<file path="src/rtl/debug_pkg.sv">
// debug_pkg: shared constants and types
// for the debug command parser.
package debug_pkg;

  localparam logic [7:0] SYNC_BYTE  = 8'hA5;
  localparam logic [7:0] ACK_BYTE   = 8'h06;
  localparam logic [7:0] NAK_BYTE   = 8'h15;
  localparam logic [6:0] CLEAR_ADDR = 7'h7F;

  localparam int ST_BAD = 0;
  localparam int ST_TMO = 1;
  localparam int ST_OVR = 2;

  typedef enum logic [1:0] {
    IDLE,
    CMD,
    DATA
  } state_t;

endpackage

</file>
<file path="src/rtl/gap_timer.sv">
// gap_timer: saturating inter-byte gap counter
// with a one-cycle expire pulse at TC-1.
module gap_timer #(
  parameter int TC = 16
) (
  input  logic clk,
  input  logic rst,
  input  logic clear,
  input  logic enable,
  output logic expire
);

  localparam int W = (TC > 1) ? $clog2(TC) : 1;
  localparam logic [W-1:0] LAST = W'(TC - 1);

  logic [W-1:0] cnt;

  // count while enabled, restart on byte, hold at LAST
  always_ff @(posedge clk) begin
    if (rst)
      cnt <= '0;
    else if (clear)
      cnt <= '0;
    else if (enable && cnt != LAST)
      cnt <= cnt + W'(1);
  end

  // a byte in the same cycle wins over the timeout
  assign expire = enable && !clear && cnt == LAST;

endmodule

</file>
<file path="src/rtl/debug_cmd_parser.sv">
// debug_cmd_parser: framed register read/write
// decoder with a one-entry response register.
module debug_cmd_parser
  import debug_pkg::*;
#(
  parameter int NREGS          = 4,
  parameter int TIMEOUT_CYCLES = 250000
) (
  input  logic               i_clk,
  input  logic               i_rst,
  input  logic [7:0]         i_rx_byte,
  input  logic               i_rx_ready,
  output logic [8*NREGS-1:0] o_regs,
  output logic [7:0]         o_tx_byte,
  output logic               o_tx_valid,
  input  logic               i_tx_ready,
  output logic [2:0]         o_status
);

  state_t             state;
  logic [6:0]         cmd_addr;
  logic [8*NREGS-1:0] bank;

  logic       expire;
  logic       hs;
  logic       resp_new;
  logic [7:0] resp_byte;
  logic       wr_en;
  logic       clr_st;
  logic [2:0] set_st;
  logic [6:0] addr;
  logic       in_range;

  gap_timer #(
    .TC(TIMEOUT_CYCLES)
  ) u_timer (
    .clk   (i_clk),
    .rst   (i_rst),
    .clear (i_rx_ready),
    .enable(state != IDLE),
    .expire(expire)
  );

  assign hs     = o_tx_valid && i_tx_ready;
  assign o_regs = bank;

  // decode the byte completing a frame into a response
  always_comb begin
    resp_new  = 1'b0;
    resp_byte = 8'h00;
    wr_en     = 1'b0;
    clr_st    = 1'b0;
    set_st    = 3'b000;
    addr      = (state == DATA) ? cmd_addr
                                : i_rx_byte[6:0];
    in_range  = 32'(addr) < NREGS;
    if (i_rx_ready) begin
      unique case (state)
        CMD: begin
          if (!i_rx_byte[7]) begin
            resp_new = 1'b1;
            if (addr == CLEAR_ADDR) begin
              clr_st    = 1'b1;
              resp_byte = ACK_BYTE;
            end else if (in_range) begin
              for (int i = 0; i < NREGS; i++)
                if (addr == 7'(i))
                  resp_byte = bank[8*i +: 8];
            end else begin
              resp_byte      = NAK_BYTE;
              set_st[ST_BAD] = 1'b1;
            end
          end
        end
        DATA: begin
          resp_new = 1'b1;
          if (addr == CLEAR_ADDR) begin
            clr_st    = 1'b1;
            resp_byte = ACK_BYTE;
          end else if (in_range) begin
            wr_en     = 1'b1;
            resp_byte = ACK_BYTE;
          end else begin
            resp_byte      = NAK_BYTE;
            set_st[ST_BAD] = 1'b1;
          end
        end
        default: ;
      endcase
    end
    set_st[ST_TMO] = expire;
    set_st[ST_OVR] = resp_new && o_tx_valid && !hs;
  end

  // frame FSM, response register and sticky status
  always_ff @(posedge i_clk) begin
    if (i_rst) begin
      state      <= IDLE;
      cmd_addr   <= '0;
      o_tx_byte  <= '0;
      o_tx_valid <= 1'b0;
      o_status   <= '0;
    end else begin
      unique case (state)
        IDLE:
          if (i_rx_ready && i_rx_byte == SYNC_BYTE)
            state <= CMD;
        CMD:
          if (i_rx_ready) begin
            cmd_addr <= i_rx_byte[6:0];
            state    <= i_rx_byte[7] ? DATA : IDLE;
          end else if (expire) begin
            state <= IDLE;
          end
        DATA:
          if (i_rx_ready || expire)
            state <= IDLE;
        default: state <= IDLE;
      endcase

      if (resp_new && (!o_tx_valid || hs)) begin
        o_tx_byte  <= resp_byte;
        o_tx_valid <= 1'b1;
      end else if (hs) begin
        o_tx_valid <= 1'b0;
      end

      if (clr_st)
        o_status <= set_st;
      else
        o_status <= o_status | set_st;
    end
  end

  // register bank: written by a completed write frame
  always_ff @(posedge i_clk) begin
    if (i_rst) begin
      bank <= '0;
    end else if (wr_en) begin
      for (int i = 0; i < NREGS; i++)
        if (cmd_addr == 7'(i))
          bank[8*i +: 8] <= i_rx_byte;
    end
  end

endmodule

</file>
<file path="config.mk">
export PLATFORM = sky130hd
export DESIGN_NAME = debug_cmd_parser
export DESIGN_NICKNAME = d
export VERILOG_FILES = /design/src/rtl/debug_pkg.sv /design/src/rtl/gap_timer.sv /design/src/rtl/debug_cmd_parser.sv
export SDC_FILE = /design/constraint.sdc
export NUM_CORES = 1
export LEC_CHECK = 0
export ABC_AREA = 1
export BUFFER_PORTS_ARGS = -buffer_cell sky130_fd_sc_hd__buf_2
export CAP_MARGIN = 20
export CORE_MARGIN = 4
export CORE_UTILIZATION = 25
export CTS_BUF_LIST = sky130_fd_sc_hd__clkbuf_4
export DETAILED_ROUTE_END_ITERATION = 10
export PLACE_DENSITY_LB_ADDON = 0.25
export SLEW_MARGIN = 10
export SYNTH_ARGS = -nofsm -noshare
export SYNTH_HDL_FRONTEND = slang
export SYNTH_SLANG_ARGS = --single-unit
</file>
<file path="constraint.sdc">
create_clock -name i_clk -period 3.8 [get_ports i_clk]
set_clock_uncertainty 0.15 [all_clocks]
set_input_delay 0.38 -clock i_clk [delete_from_list [all_inputs] [get_ports i_clk]]
set_output_delay 0.38 -clock i_clk [all_outputs]
set_load 0.02 [all_outputs]
</file>
Yosys cells after proc, flatten, opt, wreduce, memory -nomap -nowiden --
Index checks and enable logic that the tools add are counted.
Storage, ports and cells: input port bits 12, bits in registers 71, output and inout port bits 44
Cells by class: bitwise gates (word level) 1, mux-type cells 37, equal/unequal tests 15, $lt $le $gt $ge 1, reductions and logical operators 25, add/subtract/negate cells 1
Operators by type and width (number):
- $mux 8 | 8
- $eq 7x2->1 const B | 4
- $add 18x1->18 const B | 1
- $eq 18x18->1 const B | 1
- $ne 18x18->1 const B | 1
- $pmux 8 s2 | 1
- $mux 1 | 15
- $eq 7x1->1 const B | 2
- $logic_not 7->1 | 2
- $mux 2 | 5
- $mux 5 | 2
- $reduce_and 2->1 | 5
- $eq 8x8->1 const B | 1
- $logic_and 1x1->1 | 8
- $eq 7x7->1 const B | 1
- $lt 7x3->1 const B | 1
- $mux 7 | 1
- $pmux 1 s2 | 3
- $pmux 2 s3 | 1
- $reduce_bool 2->1 | 2
- $logic_not 1->1 | 3
- $mux 3 | 1
- $ne 3x3->1 const B | 1
- $or 3x3->3 | 1
- 8 further kinds | 9

Depth between registers and ports, before layout --
Gate-level depths: netlist (run 1).
word-level depth 12, depth in mapped cells 17, depth with buffers taken out 15

By module --
From an unflattened synthesis (run 1), not the netlist that was laid out.
Second synthesis, totals: cells, all modules 557, area total of the unflattened synthesis 3782.4 µm²
By module, submodules not included:
- debug_cmd_parser | times used 1, area each 2726.4 µm², seq. area each 1061.0 µm², cells each 389
- gap_timer | times used 1, area each 1056.0 µm², seq. area each 360.3 µm², cells each 168

Worst setup path after synthesis (run 1) --
OpenSTA, ideal clock, no wires.
path kind reg2reg, start point register state[0], end point register bank[17] (netlist: o_regs[17]), arrival time 1.951 ns, period minus slack after synthesis 2.216 ns, stages on the path, launching flop included 16, library setup time 0.116 ns, required time 3.534 ns, buffers on the path 3, slack 1.584 ns, cell sequence dfxtp_1 -> inv_1 -> ha_1 -> buf_6 -> inv_6 -> buf_6 -> nand2_2 -> nand2_1 -> nand2_2 -> inv_2 -> nand2_4 -> nor3_4 -> nand4_2 -> buf_6 -> o21ai_0 -> nor2_1
On the way: longest elaborated chain between the ends 8, elaborated cells between the ends (all ways) 9
Ends and longest elaborated chain:
- start: declaration | RTL line debug_cmd_parser.sv:20 | state_t state;
- start signal: assignment | RTL line debug_cmd_parser.sv:111 | state <= i_rx_byte[7] ? DATA : IDLE;
- $eq 2x2->1 * | RTL line debug_cmd_parser.sv:54, debug_cmd_parser.sv:58
- $mux 7 | RTL line debug_cmd_parser.sv:54 | addr = (state == DATA) ? cmd_addr
- $lt 7x3->1 | RTL line debug_cmd_parser.sv:56 | in_range = 32'(addr) < NREGS;
- $mux 1 | RTL line debug_cmd_parser.sv:80 | end else if (in_range) begin
- $mux 1 | RTL line debug_cmd_parser.sv:77 | if (addr == CLEAR_ADDR) begin
- $mux 1 * | RTL line debug_cmd_parser.sv:58 | unique case (state)
- $mux 1 * | RTL line debug_cmd_parser.sv:57 | if (i_rx_ready) begin
- $reduce_and 2->1 (no line) *
- end signal: indexed assignment | RTL line debug_cmd_parser.sv:142 | bank[8*i +: 8] <= i_rx_byte;
- end: declaration | RTL line debug_cmd_parser.sv:22 | logic [8*NREGS-1:0] bank;
Mark *: on every way between the ends. The rest lies on a longest branch, timed or not. A chain may end at the register's enable or synchronous reset.

Final worst setup path (run 1) --
start point register state[0], end point register bank[22] (netlist: o_regs[22])
The elaborated chain is that of the path after synthesis.

==> summary.md, run 1 <==
| Metric | Value |
|---|---|
| I/O Pins | 56 |
| IO Port Bufs | 55 |
| P_leak | 1.87 nW |
| Synth Warn # | 0 |
| Max clock buf depth | 2 |
| DR DRC count | 0 |
| Syn avg cell area | 6.62 um^2 |
| Clock latency on the worst-skew pair | 0.43 ns |
| Area grow syn2layout | 14.0% |
| Sw Share | 27.3% |
| Arr. time, crit path | 3.01 ns |
| # clock sinks | 71 |
| RSZ-0062 raised after global routing | false |
| Clock-pin slew on the worst setup and hold paths | 0.11 ns |
| P_sw | 0.371 mW |
| Final setup vio count | 0 |
| Most common cell after layout, fill and taps aside | nand2_1 |
| Crit path max-delay family | simple AND/OR/NAND/NOR gates |
| Die Height | 131 um |
| Worst hold start | i_tx_ready |
| Seq/Total Area, Yosys | 37.4% |
| Number of global-route vias before repair | 3586 |
| DR vias | 3707 |
| CP Capture Type | flop |
| Worst R2R Setup Slack | 0.97 ns |
| Filler cell count | 1623 |
| Final worst path period share | 74.6% |
| Synth Net Count | 590 |
| Setup TNS | 0 ns |
| Global-route wire length before repair | 18.3 mm |
| HPWL Detailed | 8.29 mm |
| Gr ovfl total | 0 |
| Pre-antenna DRT Iters | 4 |
| Ys flop type | dfxtp_1 |
| FFs w/ async S/R, synth | 0% |
| Share of cells above drive strength 1 | 13.1% |
| CTS tree | done |
| Critical R2R Capture | o_regs[22] |
| Antenna diode count | 0 |
| Total GRT Usage | 13.1% |
| Number of synthesized flops with an enable pin | 0 |
| Critical path's slowest cell | dfxtp_1 |
| Clock Power Share | 35.3% |
| Post-layout min period | 2.83 ns |
| Pwr per Cell Area | 314 nW/um^2 |
| Hold_ws | 0.150 ns |
| Die width | 131 um |
| Drt wl/cell | 13.9 um |
| Synth cell types | 33 |
| Post-route core utilization | 29.5% |
| Most frequent CP cell | nand2_1 |
| Final ANT Viol Nets | 0 |
| Hold Crit Endpoint | o_status[2] |
| Synthesized flop and latch total | 71 |
| CTS Buf Count | 9 |
| Initial Util | 25.8% |
| DRT iter0 DRCs | 170 |
| Hold Path Class | in -> reg |
| Status | complete, no violations |
| CP Launch Type | flop |
| Fmax | 353 MHz |
| Clock Tree Root | clkbuf_4 |
| Max Cap Viol | 0 |
| Postcts setup bufs | 0 |
| Nets | 639 |
| Required @ worst endpoint | 3.98 ns |
| Slew HR | 33.0% |
| Commonest cells after routing, fill and taps aside | 130 x nand2_1, 98 x inv_1, 71 x dfxtp_1 |
| Rows | 44 |
| GPL Wtd Cong | 0.858 |
| Critical path cell sequence | inv_1 > ha_1 > inv_6 > nand2_1 > nand2_1 > nand2_1 > nor2_4 > nand2_4 > nor3_4 > nand4_2 > o21ai_0 > nor2_1 |
| Kind of critical path | reg -> reg |
| CP bufs+invs | 2 |
| Comb power frac | 9.7% |
| Max H-tree Level | 3 |
| Worst reg2reg startpoint | state[0] |
| Die area | 17200 um^2 |
| R2R depth | 12 |
| Routed wire length | 11.3 mm |
| Initial antenna violation count | 0 |
| Reg power frac | 55.0% |
| Post-synth design cell area | 3800 um^2 |
| CP peak stage delay | 0.37 ns |
| Slew Viols, Final | 0 |
| Critical path fanouts, max | 17 |
| Worst Hold Depth | 4 |
| Largest net degree at the start of global routing | 38 |
| Worst-margin pin slew | 1.00 ns |
| Internal power | 0.989 mW |
| Post-Synthesis Cells | 574 |
| Worst vdd ir | 0.167 mV |
| Final Hold Vio Count | 0 |
| Vias per cell | 4.57 |
| CTS Hold Bufs | 0 |
| Core Area | 14700 um^2 |
| Cts repair resizes | 0 |
==> metrics by stage <==
step	setup WS, ns	cells	area [um^2]	total power [mW]
6_report	0.966	812	4330	1.36
5_1_grt	0.602	812	4330	1.43
4_1_cts	0.957	812	4330	1.38
3_5_place_dp	0.969	796	4200	0.897
3_3_place_gp	1.06	796	4200	0.894
2_1_floorplan	1.58	574	3800	0.860
==> flip-flops by register name (all words and copies together), names as in the netlist <==
| name | count |
|---|---|
| state | 2 |
| cmd_addr | 7 |
| o_tx_valid | 1 |
| u_timer.cnt | 18 |
| o_tx_byte | 8 |
| o_regs | 32 |
| o_status | 3 |
==> metal layers <==
layer | wire length (um) | vias up | global-route usage (%)
li1 | - | 1914 | -
met1 | 5390 | 1676 | 17.1
met2 | 5020 | 98 | 21.1
met3 | 571 | 19 | 3.17
met4 | 278 | 0 | 4.78
met5 | 0 | - | 0
==> power groups by stage <==
stage	logic [mW]	clock network (mW)	registers, mW
global route	0.150	0.529	0.749
finish	0.132	0.479	0.748
floorplan	0.0953	0	0.765
detailed placement	0.132	0	0.765
CTS	0.132	0.501	0.748
global placement	0.129	0	0.765
==> cells in the mapped netlist (2+ instances only) <==
cell type / instances / area, um^2
nand2_2: 3 / 18.8
clkinv_1: 2 / 7.51
buf_6: 5 / 56.3
o21ai_1: 18 / 90.1
clkbuf_1: 9 / 33.8
nand3_1: 28 / 140
a21oi_1: 43 / 215
nor4_1: 4 / 25.0
nand2_1: 130 / 488
nand4_2: 3 / 37.5
xor2_1: 10 / 87.6
nor2_1: 63 / 236
nand4_1: 9 / 56.3
xnor2_1: 6 / 52.6
ha_1: 4 / 50.1
o21ai_0: 34 / 170
buf_2: 3 / 15.0
inv_1: 98 / 368
nor3_1: 8 / 40.0
dfxtp_1: 71 / 1420
o21a_1: 11 / 82.6
==> worst max path at each step <==
stage	startpoint	end	slack [ns]	depth (start not counted)
6_report	state[0]	o_regs[22]	0.97	12
5_1_grt	state[0]	o_regs[2]	0.60	12
4_1_cts	state[0]	o_regs[22]	0.96	12
3_5_place_dp	state[0]	o_regs[22]	0.97	12
3_3_place_gp	state[0]	o_regs[18]	1.06	12
2_1_floorplan	state[0]	o_regs[17]	1.58	15
==> worst min-delay path, stage by stage <==
cell     delay (ns)
buf_2          0.08
nor2_1         0.08
nand2_1        0.08
a21oi_1        0.06
==> logic make-up after synthesis <==
family / Yosys count / share of synthesized area (%)
AND/OR/NAND/NOR: 255 / 29.3
buffers and inverters: 120 / 13.2
AO/OA/AOI/OAI: 108 / 15.1
flip-flops: 71 / 37.4
XOR/XNOR: 16 / 3.69
adder cells (fa/ha/maj): 4 / 1.32
==> final cells by class <==
type,count,area [um^2],share of cell area (%)
clock buffers,11,82.6,1.91
multi-input cells,383,1880,43.3
repair buffers,56,283,6.53
well taps,184,230,5.32
flip-flops and latches,71,1420,32.8
clock inverters,5,48.8,1.13
inverters,102,388,8.96
Power figures use the tool's default switching activity.
==> inputs of run 2 (changes only) <==
==> constraint.sdc (replaced) <==
create_clock -name i_clk -period 2.8 [get_ports i_clk]
set_clock_uncertainty 0.15 [all_clocks]
set_input_delay 0.28 -clock i_clk [delete_from_list [all_inputs] [get_ports i_clk]]
set_output_delay 0.28 -clock i_clk [all_outputs]
set_load 0.02 [all_outputs]
==> run 2 against run 1 <==
Effect of this change: sequential power is 36% higher; non-clock buffer count is 3 higher; register-to-register slack worse by 0.70 ns; die area stayed put; clock power is 33% higher; hold slack worse by 0.11 ns; global-route usage is 0.080 points higher; combinational power is 37% higher; sequential share of layout area is 0.14 points lower; worst setup slack worse by 0.70 ns; critical endpoint is now o_regs[1]; final cell count is 0.25% higher; largest cell class unchanged.
==> summary.md, run 2 (synthesized netlist as in run 1, its figures left out) <==
| Metric | Value |
|---|---|
| Die Height | 131 um |
| Die area | 17200 um^2 |
| M1 GR Usage | 16.9% |
| RSZ-0062 raised after global routing | true |
| Most Crowded Layer GR | met2 |
| Final Hold Vio Count | 0 |
| Slew Viols, Final | 0 |
| Pwr per Cell Area | 422 nW/um^2 |
| Vias per cell | 4.51 |
| Max Cap Viol | 0 |
| Postcts setup bufs | 0 |
| Required @ worst endpoint | 2.97 ns |
| Crit path max-delay family | simple AND/OR/NAND/NOR gates |
| Number of global-route vias before repair | 3564 |
| Inst Count DP | 799 |
| Final setup vio count | 0 |
| Worst reg2reg startpoint | state[0] |
| Critical path fanouts, max | 16 |
| Clock-pin slew on the worst setup and hold paths | 0.12 ns |
| P_sw | 0.503 mW |
| Clock Tree Root | clkbuf_4 |
| R2R depth | 12 |
| Final worst path period share | 90.5% |
| DR DRC count | 0 |
| CTS tree | done |
| Clock latency on the worst-skew pair | 0.42 ns |
| Share of cells above drive strength 1 | 13.7% |
| Fin cells | 814 |
| Final ANT Viol Nets | 0 |
| Final Power | 1.83 mW |
| Crit path depth | 12 |
| Worst R2R Setup Slack | 0.27 ns |
| Reg power frac | 55.4% |
| Routed wire length | 11.3 mm |
| CP Launch Type | flop |
| I/O Pins | 56 |
| Hold Path Class | in -> reg |
| CTS Buf Count | 9 |
| Met3 usage | 3.78% |
| Clock Power Share | 34.7% |
| Critical R2R Capture | o_regs[1] |
| Total GRT Usage | 13.2% |
| Critical path launch point | state[0] |
| Commonest cells after routing, fill and taps aside | 130 x nand2_1, 98 x inv_1, 71 x dfxtp_1 |
| Area grow syn2layout | 14.5% |
| CTS Hold Bufs | 0 |
| IO Port Bufs | 55 |
| Rows | 44 |
| CP peak stage delay | 0.37 ns |
| Worst setup endpoint | o_regs[1] |
| Critical path cell sequence | inv_1 > ha_2 > inv_6 > nand2_1 > nand2_1 > nand2_1 > nor2_4 > nand2_4 > nor3_4 > nand4_2 > o21ai_0 > nor2_1 |
| Die width | 131 um |
| Core Area | 14700 um^2 |
| Worst-margin pin slew | 0.728 ns |
| Post-route core utilization | 29.6% |
| Global-route wire length before repair | 18.3 mm |
| P_leak | 1.89 nW |
| Arr. time, crit path | 2.71 ns |
| Max clock buf depth | 2 |
| DRT iter0 DRCs | 190 |
| Slew HR | 51.1% |
| Placed Area | 4220 um^2 |
| Setup ws final | 0.266 ns |
| Worst vdd ir | 0.146 mV |
| M2 GR Usage | 21.5% |
| Status | complete, no violations |
| Most frequent CP cell | nand2_1 |
| Internal power | 1.33 mW |
| Comb power frac | 9.9% |
| DR vias | 3675 |
| Most common cell after layout, fill and taps aside | nand2_1 |
| HPWL Detailed | 8.40 mm |
| Worst slack, placed | 0.164 ns |
| Initial Util | 25.8% |
| Largest register FFs | 32 |
| Pre-antenna DRT Iters | 4 |
| # clock sinks | 71 |
| Largest net degree at the start of global routing | 38 |
| Initial antenna violation count | 0 |
| Drt wl/cell | 13.9 um |
| Antenna diode count | 0 |
| Post-layout min period | 2.53 ns |
| Gr ovfl total | 0 |
| Design Area, Final | 4350 um^2 |
| CP bufs+invs | 2 |
| Sw Share | 27.4% |
| CP Capture Type | flop |
| GPL Wtd Cong | 0.860 |
| Filler cell count | 1642 |
| Max H-tree Level | 3 |
| Nets | 642 |
| Critical path's slowest cell | dfxtp_1 |
| Fmax | 395 MHz |
| Kind of critical path | reg -> reg |
==> run 2: worst min-delay path: stages <==
cell and delay [ns]:
buf_2 0.08, nor2_1 0.07, nand2_1 0.07, a21oi_1 0.05
==> run 2: through the flow <==
step / setup TNS, ns / hold slack, ns
final: 0 / 0.0417
after global routing: -0.00448 / 0.0245
after CTS: 0 / 0.0107
after detailed placement: 0 / 0.315
after global placement: 0 / 0.306
after floorplan: 0 / 0.254
==> run 2: layer usage <==
metal  wire length, um  up-vias
li1                  -     1908
met2              5060       89
met1              5410     1662
met4               227        0
met5                 0        -
met3               597       16
==> run 2: what timing repair did <==
item,4_1_cts,5_1_grt
hold endpoints to repair,0,0
setup endpoints to repair,0,25
gates resized for setup,0,1
==> run 2: final cells by class <==
| cell class | instances | area (um^2) | share of cell area, % |
|---|---|---|---|
| multi-input combinational | 383 | 1880 | 43.2 |
| sequential | 71 | 1420 | 32.7 |
| inverter | 102 | 388 | 8.92 |
| timing repair buffer | 59 | 305 | 7.02 |
| tap | 184 | 230 | 5.29 |
| clock buffer | 10 | 75.1 | 1.73 |
| clock inverter | 5 | 50.0 | 1.15 |
==> run 2: worst min path at each step <==
stage	start	slack [ns]	cells after the start	to
floorplan	i_rx_byte[0]	0.25	1	o_regs[24]
global placement	o_status[2]	0.31	2	o_status[2]
detailed placement	o_status[2]	0.31	2	o_status[2]
CTS	i_tx_ready	0.01	4	o_status[2]
global route	i_tx_ready	0.02	4	o_status[2]
finish	i_tx_ready	0.04	4	o_status[2]
==> run 2: power groups by stage <==
stage,sequential (mW),clock [mW],combinational (mW)
floorplan,1.04,0,0.129
global placement,1.04,0,0.179
detailed placement,1.04,0,0.181
CTS,1.02,0.663,0.182
global route,1.02,0.702,0.206
finish,1.02,0.637,0.181
